## src/rtl/mux_pkg.sv

```systemverilog
// Arbitration mode encodings, shared between mux_2d users and mux_rr_nd.
package mux_pkg;

    localparam logic MODE_RR   = 1'b0;
    localparam logic MODE_PRIO = 1'b1;

endpackage

```

## src/rtl/rr_arbiter.sv

```systemverilog
// Combinational round-robin / fixed-priority arbiter.
// The search starts at ptr (round-robin) or at 0 (priority) and wraps at depth-1.
module rr_arbiter
    import mux_pkg::*;
#(
    parameter  int depth = 4,
    localparam int sel_w = $clog2(depth)
) (
    input  logic [depth-1:0] req,
    input  logic [sel_w-1:0] ptr,
    input  logic             prio_mode,
    output logic [depth-1:0] grant,
    output logic [sel_w-1:0] grant_idx,
    output logic             any
);

    always_comb begin
        int base;
        int idx;
        grant     = '0;
        grant_idx = '0;
        any       = 1'b0;
        base      = prio_mode ? 0 : int'(ptr);
        for (int k = 0; k < depth; k++) begin
            idx = base + k;
            if (idx >= depth) begin
                idx = idx - depth;
            end
            if (!any && req[idx]) begin
                any        = 1'b1;
                grant[idx] = 1'b1;
                grant_idx  = sel_w'(idx);
            end
        end
    end

endmodule

```

## src/rtl/mux_rr_nd.sv

```systemverilog
// Registered N:1 mux with valid/ready handshakes and round-robin or
// fixed-priority arbitration between inputs.
module mux_rr_nd
    import mux_pkg::*;
#(
    parameter  int width = 32,
    parameter  int depth = 4,
    localparam int sel_w = $clog2(depth)
) (
    input  logic                   clk,
    input  logic                   reset,
    input  logic                   mode,
    input  logic [depth*width-1:0] din,
    input  logic [depth-1:0]       din_valid,
    output logic [depth-1:0]       din_ready,
    output logic [width-1:0]       mux_out,
    output logic [sel_w-1:0]       out_sel,
    output logic                   out_valid,
    input  logic                   out_ready
);

    logic             load;
    logic             any;
    logic             prio_mode;
    logic [depth-1:0] grant;
    logic [sel_w-1:0] grant_idx;
    logic [width-1:0] sel_word;

    logic             out_valid_q, out_valid_d;
    logic [width-1:0] mux_out_q, mux_out_d;
    logic [sel_w-1:0] out_sel_q, out_sel_d;
    logic [sel_w-1:0] ptr_q, ptr_d;

    assign prio_mode = (mode == MODE_PRIO);

    rr_arbiter #(.depth(depth)) u_arb (
        .req       (din_valid),
        .ptr       (ptr_q),
        .prio_mode (prio_mode),
        .grant     (grant),
        .grant_idx (grant_idx),
        .any       (any)
    );

    // Output register is free, or being drained on this edge.
    assign load      = !out_valid_q || out_ready;
    assign din_ready = (load && !reset) ? grant : '0;

    always_comb begin
        sel_word = '0;
        for (int i = 0; i < depth; i++) begin
            if (grant_idx == sel_w'(i)) begin
                sel_word = din[i*width +: width];
            end
        end
    end

    always_comb begin
        out_valid_d = out_valid_q;
        mux_out_d   = mux_out_q;
        out_sel_d   = out_sel_q;
        ptr_d       = ptr_q;
        if (load) begin
            out_valid_d = any;
            if (any) begin
                mux_out_d = sel_word;
                out_sel_d = grant_idx;
                if (!prio_mode) begin
                    // Explicit wrap so non-power-of-2 depths never reach depth.
                    if (grant_idx == sel_w'(depth - 1)) begin
                        ptr_d = '0;
                    end else begin
                        ptr_d = grant_idx + sel_w'(1);
                    end
                end
            end
        end
    end

    always_ff @(posedge clk) begin
        if (reset) begin
            out_valid_q <= 1'b0;
            mux_out_q   <= '0;
            out_sel_q   <= '0;
            ptr_q       <= '0;
        end else begin
            out_valid_q <= out_valid_d;
            mux_out_q   <= mux_out_d;
            out_sel_q   <= out_sel_d;
            ptr_q       <= ptr_d;
        end
    end

    assign out_valid = out_valid_q;
    assign mux_out   = mux_out_q;
    assign out_sel   = out_sel_q;

endmodule
```

## config.mk

```make
export PLATFORM = sky130hd
export DESIGN_NAME = mux_rr_nd
export DESIGN_NICKNAME = d
export VERILOG_FILES = /design/src/rtl/mux_pkg.sv /design/src/rtl/rr_arbiter.sv /design/src/rtl/mux_rr_nd.sv
export SDC_FILE = /design/constraint.sdc
export NUM_CORES = 1
export LEC_CHECK = 0
export BUFFER_PORTS_ARGS = -buffer_cell sky130_fd_sc_hd__buf_2
export CELL_PAD_IN_SITES_DETAIL_PLACEMENT = 0
export CELL_PAD_IN_SITES_GLOBAL_PLACEMENT = 1
export CORE_MARGIN = 1
export CORE_UTILIZATION = 28
export DETAILED_ROUTE_END_ITERATION = 8
export PLACE_DENSITY = 0.77
export SYNTH_ARGS = -nofsm -noshare
export SYNTH_HDL_FRONTEND = slang
export SYNTH_HIERARCHICAL = 1
export SYNTH_SLANG_ARGS = --single-unit
```

## constraint.sdc

```tcl
create_clock -name clk -period 3.1 [get_ports clk]
set_clock_uncertainty 0.2 [all_clocks]
set_input_delay 0.155 -clock clk [delete_from_list [all_inputs] [get_ports clk]]
set_output_delay 0.155 -clock clk [all_outputs]
set_load 0.005 [all_outputs]
```

==> Flow_metrics.wiki, run 1 <==
{| class="wikitable"
! Metric !! Value
|-
| Outcome || complete, but fails checks
|-
| Violated checks || negative setup slack
|-
| Fraction of final layout cells with drive strength greater than 1 || 0.5058
|-
| DPL Wire Length || 7.859 mm
|-
| Dominant combinational cell family by area after synthesis || compound AO/OA/AOI/OAI gates
|-
| N_diodes || 0
|-
| Fmax || 306.7 MHz
|-
| Effective utilization at floorplan || 0.2898
|-
| Worst setup path category || flip-flop to flip-flop
|-
| Commonest cells after routing, fill and taps aside || sky130_fd_sc_hd__buf_2, sky130_fd_sc_hd__a21oi_1, sky130_fd_sc_hd__nand2_1
|-
| Number of placed I/O pins || 175
|-
| Cts bufs inserted || 5
|-
| Synth warnings || 6
|-
| Met3 track demand over resource in global routing || 0.03617
|-
| Period Utilization, post-route || 1.052
|-
| Synthesized-area fraction occupied by ao, oa, aoi and oai cells || 0.4201
|-
| Most used routing layer in global routing || met2
|-
| VDD IR-drop max || 0.2180 mV
|-
| Most common library cell in the layout ignoring fill and taps || sky130_fd_sc_hd__buf_2
|-
| Gate Count Post-Synth || 387
|-
| Post-layout minimum cycle time || 3.261 ns
|-
| Global routing usage on met2 || 0.3576
|-
| Vias in the first global route || 3883
|-
| Adder-cell share of the synthesized area || 0.01579
|-
| Final GP Congestion || 0.8923
|-
| Layout Area Growth over Synthesis || 62.77%
|-
| Flop pwr share || 0.244
|-
| Number of buffers inserted by port buffering || 174
|-
| Worst max-slew margin expressed relative to the limit || 0.5105
|-
| CTS clk-pin slew, worst paths || 0.06 ns
|-
| Overflow after GRT || 0
|-
| Register bit count reported by yosys || 37
|-
| Combined global-route utilization of all metal layers || 0.1943
|-
| Wire length of the first global-routing pass || 18.39 mm
|-
| Routed via count divided by cell count || 5.248
|-
| Power share of the combinational group || 0.559
|-
| Total standard cell area after synthesis || 3169 µm²
|-
| Root buffer selected by CTS || sky130_fd_sc_hd__clkbuf_16
|-
| Fraction of power consumed by the clock network || 0.198
|-
| Number of nets produced by synthesis || 527
|-
| Worst Hold Margin || 0.08655 ns
|-
| Netlist cell types || 49
|-
| Antenna violations before repair || 0
|-
| Post-layout net count || 743
|-
| DRC viols || 0
|-
| Remaining number of nets flagged by the antenna check after routing || 0
|-
| Final Setup Violations || 32
|-
| Horizontal die dimension || 108.4 µm
|-
| Power per cell area || 499.0 nW/µm²
|-
| Final Worst Setup Slack || -0.1610 ns
|-
| Total Wirelength || 12.44 mm
|-
| TritonCTS clock tree || yes
|-
| Placed Instances || 693
|-
| Area enclosed by the die boundary || 11750 µm²
|-
| Portion of netlist area occupied by mux cells || 0.01145
|-
| Fraction of power spent switching nets || 0.3613
|-
| Setup repair after global routing missed its margin || true
|-
| Crit path capture type || flip-flop
|-
| Number of buffers between clock root and the deepest sink || 2
|-
| Max-cap viol count || 0
|-
| Pin count of the biggest net entering global routing || 38
|-
| WL per Instance || 16.75 µm
|-
| Worst-path maximum fanout || 8
|-
| Critical Path AT || 3.25 ns
|-
| Required time of the worst setup path || 3.09 ns
|-
| 1st-pass router iterations || 4
|-
| # rows || 38
|-
| Slew Viols, Final || 0
|-
| Leakage power figure || 2.270 nW
|-
| Count of non-filler cells in the finished layout || 743
|-
| Sum Neg Setup Slack || -3.684 ns
|-
| Final core utilization || 0.4717
|-
| Mean instance size in the synthesized netlist || 8.189 µm²
|-
| Xor/xnor cell area share of the yosys netlist || 0.002764
|-
| Simple-gate share of the synthesized area || 0.1856
|-
| Total count of hold-check failures in the final report || 0
|-
| Kind of path behind the tightest hold check || primary input to flip-flop
|-
| DR vias || 3899
|-
| Global routing met1 resource utilization || 0.2297
|-
| Int Power || 1.644 mW
|-
| Area of the core || 10940 µm²
|-
| Share of synthesized area occupied by flip-flops and latches || 0.2337
|-
| Clk sinks || 37
|-
| Slew at the pin with the worst max-slew slack || 0.7325 ns
|-
| Vertical die dimension || 108.4 µm
|-
| Iter 0 DRT Violations || 144
|-
| Clk Latency, worst-skew pair || 0.27 ns
|-
| Psw || 0.9300 mW
|-
| Kind of start point of the critical path || flip-flop
|-
| # H-tree levels || 2
|}
[path summary, 6_finish.rpt]
check	from	to	slack, ns	cells after the start
max	ptr_q[0]$_SDFFE_PP0P_	mux_out[21]$_SDFFE_PP0P_	-0.16	11
min	din[70]	mux_out[6]$_SDFFE_PP0P_	0.09	4
max reg2reg	ptr_q[0]$_SDFFE_PP0P_	mux_out[21]$_SDFFE_PP0P_	-0.16	11
min reg2reg	out_sel[0]$_SDFFE_PP0P_	out_sel[0]$_SDFFE_PP0P_	0.30	2
[power by group through the flow]
stage	sequential (mW)	clock, mW	combinational, mW
finish	0.627	0.509	1.44
global route	0.638	0.537	1.56
CTS	0.626	0.525	1.29
detailed placement	0.638	0	1.19
global placement	0.636	0	1.17
floorplan	0.638	0	0.814
[Yosys cell counts, drive strengths merged]
cell	n	area (µm²)
a2111oi	2	23.77
a211o	1	8.760
a211oi	2	15.01
a21boi	1	7.510
a21oi	72	360.4
a221o	32	320.3
a221oi	1	15.01
a22oi	1	7.510
a2bb2oi	1	8.760
a311oi	32	461.7
and2	6	37.54
and2b	2	15.01
and3b	1	8.760
buf	25	203.9
clkbuf	18	67.56
dfxtp	37	740.7
ha	4	50.05
inv	38	142.6
mux2	2	26.27
mux2i	1	10.01
nand2	37	138.9
nand2b	3	18.77
nand3	4	20.02
nand3b	33	247.7
nand4b	2	17.52
nor2	7	26.28
nor2b	2	12.51
nor3	3	15.01
nor4bb	1	10.01
o211ai	2	15.01
o21a	1	7.510
o21ai	3	18.77
o21bai	1	7.510
o221a	1	11.26
o221ai	1	8.760
o31ai	2	15.01
o32a	1	10.01
o32ai	1	8.760
or3	1	11.26
or3b	1	8.760
xnor2	1	8.760
[through the flow]
step	total power, mW	setup slack, ns	area [µm²]
5_1_grt	2.731	-0.2831	5159
6_report	2.574	-0.1610	5159
3_5_place_dp	1.826	-0.2174	4323
3_3_place_gp	1.803	-0.1766	4323
2_1_floorplan	1.453	-0.1411	3222
4_1_cts	2.440	-0.1186	4910
[registers in the layout, indices dropped and copies added (netlist names)]
| signal | cells |
|---|---|
| mux_out | 32 |
| out_valid | 1 |
| out_sel | 2 |
| ptr_q | 2 |
[layer usage]
metal | share of wire | vias to the layer above | routed length (µm)
met4 | 0.012 | 0 | 150
li1 | - | 1886 | -
met1 | 0.42 | 1871 | 5279
met5 | 0 | - | 0
met3 | 0.056 | 11 | 695
met2 | 0.51 | 131 | 6319
[cell type report]
class                   count  area [µm²]
well taps                 140       175.2
fillers                  1056        5777
clock buffers               7       142.6
inverters                  38       142.6
flip-flops and latches     37       745.7
repair buffers            251        1712
multi-input cells         270        2241
[repair_timing]
action	in CTS	in global routing
gates resized for setup	15	40
endpoints found under the setup margin	32	33
hold buffers	32	0
buffers inserted	3	2
pin swaps	5	39
endpoints found under the hold margin	32	0
gates cloned	1	5
[cell families after synthesis]
logic type | Yosys count
multiplexers | 3
XOR/XNOR | 1
flip-flops | 37
adder cells (fa/ha/maj) | 4
buffers and inverters | 81
AO/OA/AOI/OAI | 158
AND/OR/NAND/NOR | 103
[critical path: stages, from the launching register on]
cell and delay, ns:
sky130_fd_sc_hd__dfxtp_4 0.37, sky130_fd_sc_hd__xnor2_2 0.17, sky130_fd_sc_hd__nor2_1 0.22, sky130_fd_sc_hd__mux2_4 0.33
sky130_fd_sc_hd__or3_4 0.39, sky130_fd_sc_hd__o211ai_1 0.19, sky130_fd_sc_hd__buf_4 0.18, sky130_fd_sc_hd__ha_4 0.27
sky130_fd_sc_hd__clkbuf_16 0.21, sky130_fd_sc_hd__a21oi_2 0.05, sky130_fd_sc_hd__a221o_1 0.30, sky130_fd_sc_hd__a311oi_2 0.28
(Power assumes the default switching activity.)
==> run 2: changes to the inputs <==
--- a/config.mk
+++ b/config.mk
@@ -8,6 +8,7 @@
 export BUFFER_PORTS_ARGS = -buffer_cell sky130_fd_sc_hd__buf_2
 export CELL_PAD_IN_SITES_DETAIL_PLACEMENT = 0
 export CELL_PAD_IN_SITES_GLOBAL_PLACEMENT = 1
+export CORE_ASPECT_RATIO = 1.4
 export CORE_MARGIN = 1
 export CORE_UTILIZATION = 28
 export DETAILED_ROUTE_END_ITERATION = 8
==> run 2 against run 1 <==
Compared with the run above: the run still ends with negative setup slack left; sequential share of layout area increased by 0.22 points; flip-flop and latch count is the same; critical path depth increased by 1; cell count increased by 0.40%; core utilization decreased by 0.67 points; die area about the same; first-iteration DRC count increased by 8.3%; clock-buffer cell count shrank 1; maximum frequency grew 3.5%; worst hold slack lost 0.018 ns; non-clock buffer count increased by 1; critical endpoint is now mux_out[14]$_SDFFE_PP0P_; largest power group unchanged.
==> Flow_metrics.wiki, run 2 (same netlist as run 1, synthesis figures left out) <==
{| class="wikitable"
! Metric !! Value
|-
| Outcome || complete, but fails checks
|-
| Violated checks || negative setup slack
|-
| Commonest cells after routing, fill and taps aside || sky130_fd_sc_hd__buf_2, sky130_fd_sc_hd__a21oi_1, sky130_fd_sc_hd__nand2_1
|-
| Overflow after GRT || 0 (unchanged)
|-
| Area enclosed by the die boundary || 11750 µm² (about the same)
|-
| DRC viols || 0 (unchanged)
|-
| Clk sinks || 37 (unchanged)
|-
| Slew Viols, Final || 0 (unchanged)
|-
| Antenna violations before repair || 0 (unchanged)
|-
| Flip-flop count of the largest register after layout || 32 (unchanged)
|-
| # H-tree levels || 2 (unchanged)
|-
| N_diodes || 0 (unchanged)
|-
| Number of placed I/O pins || 175 (unchanged)
|-
| 1st-pass router iterations || 4 (unchanged)
|-
| Vias in the first global route || 3961 (+2.0%)
|-
| Total count of hold-check failures in the final report || 0 (unchanged)
|-
| WL per Instance || 17.01 µm (+1.6%)
|-
| Horizontal die dimension || 91.92 µm (-15%)
|-
| Cts bufs inserted || 5 (unchanged)
|-
| Kind of path behind the tightest hold check || primary input to flip-flop
|-
| Layout Area Growth over Synthesis || 60.28%
|-
| Critical Path AT || 3.15 ns (-0.10 ns)
|-
| Max-cap viol count || 0 (unchanged)
|-
| Clk Latency, worst-skew pair || 0.28 ns (about the same)
|-
| VDD IR-drop max || 0.2580 mV (+18%)
|-
| Remaining number of nets flagged by the antenna check after routing || 0 (unchanged)
|-
| Final Worst Setup Slack || -0.05064 ns (+0.1103 ns)
|-
| Combined global-route utilization of all metal layers || 0.2042 (+0.009841)
|-
| CTS clk-pin slew, worst paths || 0.06 ns (about the same)
|-
| Area of the core || 10920 µm² (-0.11%)
|-
| Post-layout minimum cycle time || 3.151 ns (-0.1103 ns)
|-
| Kind of start point of the critical path || flip-flop
|-
| Cells traversed along the worst timing path || buf_6 -> nand3b_1 -> a21boi_1 -> mux2_4 -> or3_4 -> o211ai_1 -> buf_4 -> ha_4 -> buf_12 -> a21oi_1 -> a221o_1 -> a311oi_2
|-
| Vertical die dimension || 127.9 µm (+18%)
|-
| DR vias || 3913 (+0.36%)
|-
| Root buffer selected by CTS || sky130_fd_sc_hd__clkbuf_16
|-
| Period Utilization, post-route || 1.016 (-0.03560)
|-
| Count of non-filler cells in the finished layout || 746 (+0.40%)
|-
| Delay of the slowest critical-path stage || 0.40 ns (about the same)
|-
| Iter 0 DRT Violations || 156 (+8.3%)
|-
| TritonCTS clock tree || yes
|-
| Slew at the pin with the worst max-slew slack || 0.8294 ns (+0.09684 ns)
|-
| Number of fill cells || 1105 (+4.6%)
|-
| Effective utilization at floorplan || 0.2901 (+0.0003320)
|-
| Cell with the biggest individual delay on the critical path || sky130_fd_sc_hd__dfxtp_4
|-
| Fmax || 317.4 MHz (+3.5%)
|-
| Number of buffers inserted by port buffering || 174 (unchanged)
|-
| Crit path capture type || flip-flop
|-
| Pin count of the biggest net entering global routing || 38 (unchanged)
|-
| Wire length of the first global-routing pass || 19.26 mm (+4.7%)
|-
| Number of buffers between clock root and the deepest sink || 2 (unchanged)
|-
| Worst setup path category || flip-flop to flip-flop
|-
| Worst max-slew margin expressed relative to the limit || 0.4471 (-0.06340)
|-
| Setup repair after global routing missed its margin || true
|-
| Final Setup Violations || 29 (-9.4%)
|-
| Power per cell area || 515.0 nW/µm² (+3.2%)
|-
| DPL Wire Length || 8.492 mm (+8.1%)
|-
| Total Wirelength || 12.69 mm (+2.0%)
|-
| Worst-path maximum fanout || 26 (+18)
|-
| Worst Hold Margin || 0.06831 ns (-0.01823 ns)
|-
| Final GP Congestion || 0.8804 (-1.3%)
|-
| Fraction of final layout cells with drive strength greater than 1 || 0.4661 (-0.03969)
|-
| Routed via count divided by cell count || 5.245 (about the same)
|-
| Placed Instances || 698 (+0.72%)
|-
| Most common library cell in the layout ignoring fill and taps || sky130_fd_sc_hd__buf_2
|-
| # rows || 45 (+18%)
|-
| Required time of the worst setup path || 3.10 ns (about the same)
|-
| Sum Neg Setup Slack || -0.5173 ns (+3.167 ns)
|-
| Leakage power figure || 2.258 nW (-0.56%)
|-
| Post-layout net count || 744 (+0.13%)
|-
| Minimum setup slack after placement || -0.1525 ns (+0.06498 ns)
|}
## run 2: timing repair
action / 4_1_cts / 5_1_grt
pin swaps: 4 / 2
resized for setup: 18 / 10
endpoints found under the setup margin: 32 / 33
cloned: 2 / 2
setup buffers: 2 / 2
hold buffers: 32 / 0
hold endpoints to repair: 32 / 0
## run 2: final cells by class
cell class                      instances  area [µm²]  area share
Clock buffer                            6       138.9     0.02734
Clock inverter                          2       37.54    0.007389
Inverter                               38       142.6     0.02808
Multi-Input combinational cell        270        2151      0.4234
Tap cell                              141       176.4     0.03473
Sequential cell                        37       745.7      0.1468
Timing Repair Buffer                  252        1688      0.3323
## run 2: final timing paths
kind | startpoint | to | slack [ns] | depth (start not counted)
setup / recovery | ptr_q[0]$_SDFFE_PP0P_ | mux_out[14]$_SDFFE_PP0P_ | -0.05 | 12
hold / removal | din[69] | mux_out[5]$_SDFFE_PP0P_ | 0.07 | 4
setup reg to reg | ptr_q[0]$_SDFFE_PP0P_ | mux_out[14]$_SDFFE_PP0P_ | -0.05 | 12
hold reg to reg | out_sel[1]$_SDFFE_PP0P_ | out_sel[1]$_SDFFE_PP0P_ | 0.30 | 2
## run 2: power breakdown
part | leakage [nW] | switching, mW | internal, mW | total [mW]
clock network | 0.0831 | 0.215 | 0.402 | 0.617
registers | 0.308 | 0.0563 | 0.574 | 0.630
logic | 1.87 | 0.649 | 0.720 | 1.37
total | 2.26 | 0.921 | 1.70 | 2.62
## run 2: layer usage
metal  wire (µm)  vias up  track usage
met4         218        0      0.05974
met1        5044     1883       0.2276
met3         448       15      0.02372
met2        6980      129       0.3986
li1            -     1886            -
met5           0        -            0
## run 2: worst max-delay path: cells and delay by family (launching register included)
family	cells	cell delay, ns
AO/OA/AOI/OAI	5	1.01
adder cells (fa/ha/maj)	1	0.20
buffers and inverters	3	0.47
flip-flops	1	0.40
multiplexers	1	0.28
AND/OR/NAND/NOR	2	0.49
## run 2: through the flow
step / area [µm²] / util / power, mW
after floorplan: 3222 / - / 1.453
after global placement: 4344 / 0.3977 / 1.819
after detailed placement: 4344 / 0.3977 / 1.836
after CTS: 4985 / 0.4564 / 2.582
after global routing: 5080 / 0.4651 / 2.768
final: 5080 / 0.4651 / 2.616
==> run 3: changes to the inputs <==
--- a/config.mk
+++ b/config.mk
@@ -12,7 +12,7 @@
 export CORE_MARGIN = 1
 export CORE_UTILIZATION = 28
 export DETAILED_ROUTE_END_ITERATION = 8
-export PLACE_DENSITY = 0.77
+export PLACE_DENSITY_LB_ADDON = 0.1
 export SYNTH_ARGS = -nofsm -noshare
 export SYNTH_HDL_FRONTEND = slang
 export SYNTH_HIERARCHICAL = 1
==> run 3 against run 2 <==
Compared with the run above: the flow still finishes with violations (negative setup slack); worst hold slack lost 0.0052 ns; wire length grew 0.32%; cell count up 0.67%; setup slack worse by 0.056 ns; core utilization grew 0.76 points; design area increased by 1.6%; die area unchanged; clock power decreased by 2%; flip-flop and latch count did not move; clock-buffer cell count up 1; sequential power hardly changed; combinational power increased by 4%; critical path type unchanged.
==> Flow_metrics.wiki, run 3 (same netlist as run 1, synthesis figures left out) <==
{| class="wikitable"
! Metric !! Value
|-
| Post-layout net count || 749 (+0.67%)
|-
| Total Wirelength || 12.73 mm (+0.32%)
|-
| Number of placed I/O pins || 175 (unchanged)
|-
| Cell with the biggest individual delay on the critical path || sky130_fd_sc_hd__or3_4
|-
| Overflow after GRT || 0 (unchanged)
|-
| Clk sinks || 37 (unchanged)
|-
| Kind of path behind the tightest hold check || primary input to flip-flop
|-
| Sum Neg Setup Slack || -2.019 ns (-1.501 ns)
|-
| VDD IR-drop max || 0.2752 mV (+6.7%)
|-
| Most common library cell in the layout ignoring fill and taps || sky130_fd_sc_hd__buf_2
|-
| Routed via count divided by cell count || 5.226 (-0.36%)
|-
| Worst path buffer plus inverter count || 2 (-1)
|-
| Vertical die dimension || 127.9 µm (unchanged)
|-
| Clk Latency, worst-skew pair || 0.28 ns (about the same)
|-
| Effective utilization at floorplan || 0.2901 (unchanged)
|-
| DPL Wire Length || 8.523 mm (+0.37%)
|-
| Leakage power figure || 2.308 nW (+2.2%)
|-
| Setup repair after global routing missed its margin || true
|-
| Slew Viols, Final || 0 (unchanged)
|-
| Combined global-route utilization of all metal layers || 0.2115 (+0.007315)
|-
| Commonest cells after routing, fill and taps aside || sky130_fd_sc_hd__buf_2, sky130_fd_sc_hd__a21oi_1, sky130_fd_sc_hd__nand2_1, sky130_fd_sc_hd__buf_4, sky130_fd_sc_hd__inv_1
|-
| Total count of hold-check failures in the final report || 0 (unchanged)
|-
| # rows || 45 (unchanged)
|-
| Power Total || 2.669 mW (+2.0%)
|-
| Crit path capture type || flip-flop
|-
| Worst Hold Margin || 0.06314 ns (-0.005176 ns)
|-
| Worst max-slew margin expressed relative to the limit || 0.4518 (+0.004698)
|-
| 1st-pass router iterations || 5 (+1)
|-
| Delay of the slowest critical-path stage || 0.39 ns (about the same)
|-
| DR vias || 3925 (+0.31%)
|-
| Max-cap viol count || 0 (unchanged)
|-
| Critical Path AT || 3.21 ns (+0.06 ns)
|-
| Placed Instances || 701 (+0.43%)
|-
| Remaining number of nets flagged by the antenna check after routing || 0 (unchanged)
|-
| Pin count of the biggest net entering global routing || 38 (unchanged)
|-
| # H-tree levels || 2 (unchanged)
|-
| Final Setup Violations || 32 (+10%)
|-
| Count of non-filler cells in the finished layout || 751 (+0.67%)
|-
| WL per Instance || 16.95 µm (-0.35%)
|-
| Vias in the first global route || 3937 (-0.61%)
|-
| Period Utilization, post-route || 1.034 (+0.01814)
|-
| Placement Cell Area || 4392 µm² (+1.1%)
|-
| Iter 0 DRT Violations || 149 (-4.5%)
|-
| Fmax || 311.8 MHz (-1.8%)
|-
| Number of buffers between clock root and the deepest sink || 2 (unchanged)
|-
| Post-route cell area || 5162 µm² (+1.6%)
|-
| Cells traversed along the worst timing path || xnor2_2 -> nor2_2 -> mux2_4 -> or3_4 -> o211ai_1 -> buf_4 -> ha_4 -> buf_12 -> a21oi_1 -> a221o_1 -> a311oi_2
|-
| Minimum setup slack after placement || -0.2396 ns (-0.08710 ns)
|-
| Worst setup path category || flip-flop to flip-flop
|-
| Layout Area Growth over Synthesis || 62.89%
|-
| Antenna violations before repair || 0 (unchanged)
|-
| Family with the most delay on the worst path || compound AO/OA/AOI/OAI gates
|-
| Kind of start point of the critical path || flip-flop
|-
| Violated checks || negative setup slack
|-
| Post-layout minimum cycle time || 3.207 ns (+0.05624 ns)
|-
| Slew at the pin with the worst max-slew slack || 0.8223 ns (-0.007047 ns)
|-
| N_diodes || 0 (unchanged)
|-
| Wire length of the first global-routing pass || 19.64 mm (+2.0%)
|-
| Fraction of final layout cells with drive strength greater than 1 || 0.4738 (+0.007655)
|-
| Required time of the worst setup path || 3.10 ns (about the same)
|-
| Area enclosed by the die boundary || 11750 µm² (unchanged)
|-
| Worst-path maximum fanout || 25 (-3.8%)
|-
| Final GP Congestion || 0.8434 (-4.2%)
|-
| Final core utilization || 0.4726 (+0.007560)
|-
| Cts bufs inserted || 5 (unchanged)
|-
| Number of buffers inserted by port buffering || 174 (unchanged)
|-
| Root buffer selected by CTS || sky130_fd_sc_hd__clkbuf_16
|-
| TritonCTS clock tree || yes
|-
| Area of the core || 10920 µm² (unchanged)
|-
| Flip-flop count of the largest register after layout || 32 (unchanged)
|-
| Outcome || complete, but fails checks
|-
| DRC viols || 0 (unchanged)
|-
| Final Worst Setup Slack || -0.1069 ns (-0.05624 ns)
|-
| Power per cell area || 516.9 nW/µm² (+0.38%)
|-
| Horizontal die dimension || 91.92 µm (unchanged)
|-
| CTS clk-pin slew, worst paths || 0.06 ns (about the same)
|}
[run 3: changes by cell type in the layout (fill, tap and decap cells not counted), moves of 2 or more]
cell                      delta
sky130_fd_sc_hd__buf_4       +4
sky130_fd_sc_hd__a21oi_1     -4
sky130_fd_sc_hd__buf_12      +2
sky130_fd_sc_hd__a21oi_2     +4
[run 3: worst paths after layout]
kind | slack (ns) | to | cells after the start | startpoint
setup / recovery | -0.11 | mux_out[30]$_SDFFE_PP0P_ | 11 | ptr_q[1]$_SDFFE_PP0P_
hold / removal | 0.06 | mux_out[7]$_SDFFE_PP0P_ | 4 | din[71]
setup reg to reg | -0.11 | mux_out[30]$_SDFFE_PP0P_ | 11 | ptr_q[1]$_SDFFE_PP0P_
hold reg to reg | 0.29 | out_sel[1]$_SDFFE_PP0P_ | 2 | out_sel[1]$_SDFFE_PP0P_
[run 3: per-layer routing]
metal / vias up / global-route usage / part of all wire
li1: 1897 / - / -
met1: 1866 / 0.2342 / 0.39
met2: 143 / 0.4061 / 0.55
met3: 19 / 0.03618 / 0.047
met4: 0 / 0.06250 / 0.018
met5: - / 0 / 0
[run 3: repair_timing]
item                                    CTS  global route
resized for setup                        21             5
gates cloned                              3             2
pin swaps                                18             4
setup buffers                             5             0
endpoints found under the setup margin   33            32
endpoints found under the hold margin    32             0
hold buffers                             32             0
[run 3: cell type report]
| type | instances | area, µm² |
|---|---|---|
| sequential | 37 | 748.2 |
| tap | 141 | 176.4 |
| inverter | 38 | 145.1 |
| fill | 1164 | 5761 |
| multi-input combinational | 269 | 2136 |
| clock buffer | 7 | 142.6 |
| timing repair buffer | 258 | 1784 |
| clock inverter | 1 | 30.03 |
[run 3: worst min-delay path: stages]
cell	delay [ns]
sky130_fd_sc_hd__buf_2	0.10
sky130_fd_sc_hd__inv_1	0.04
sky130_fd_sc_hd__a221o_1	0.13
sky130_fd_sc_hd__a311oi_1	0.08
[run 3: power by group]
group / switching, mW / internal, mW
clock network: 0.203 / 0.402
logic: 0.668 / 0.766
registers: 0.0554 / 0.574
total: 0.926 / 1.74
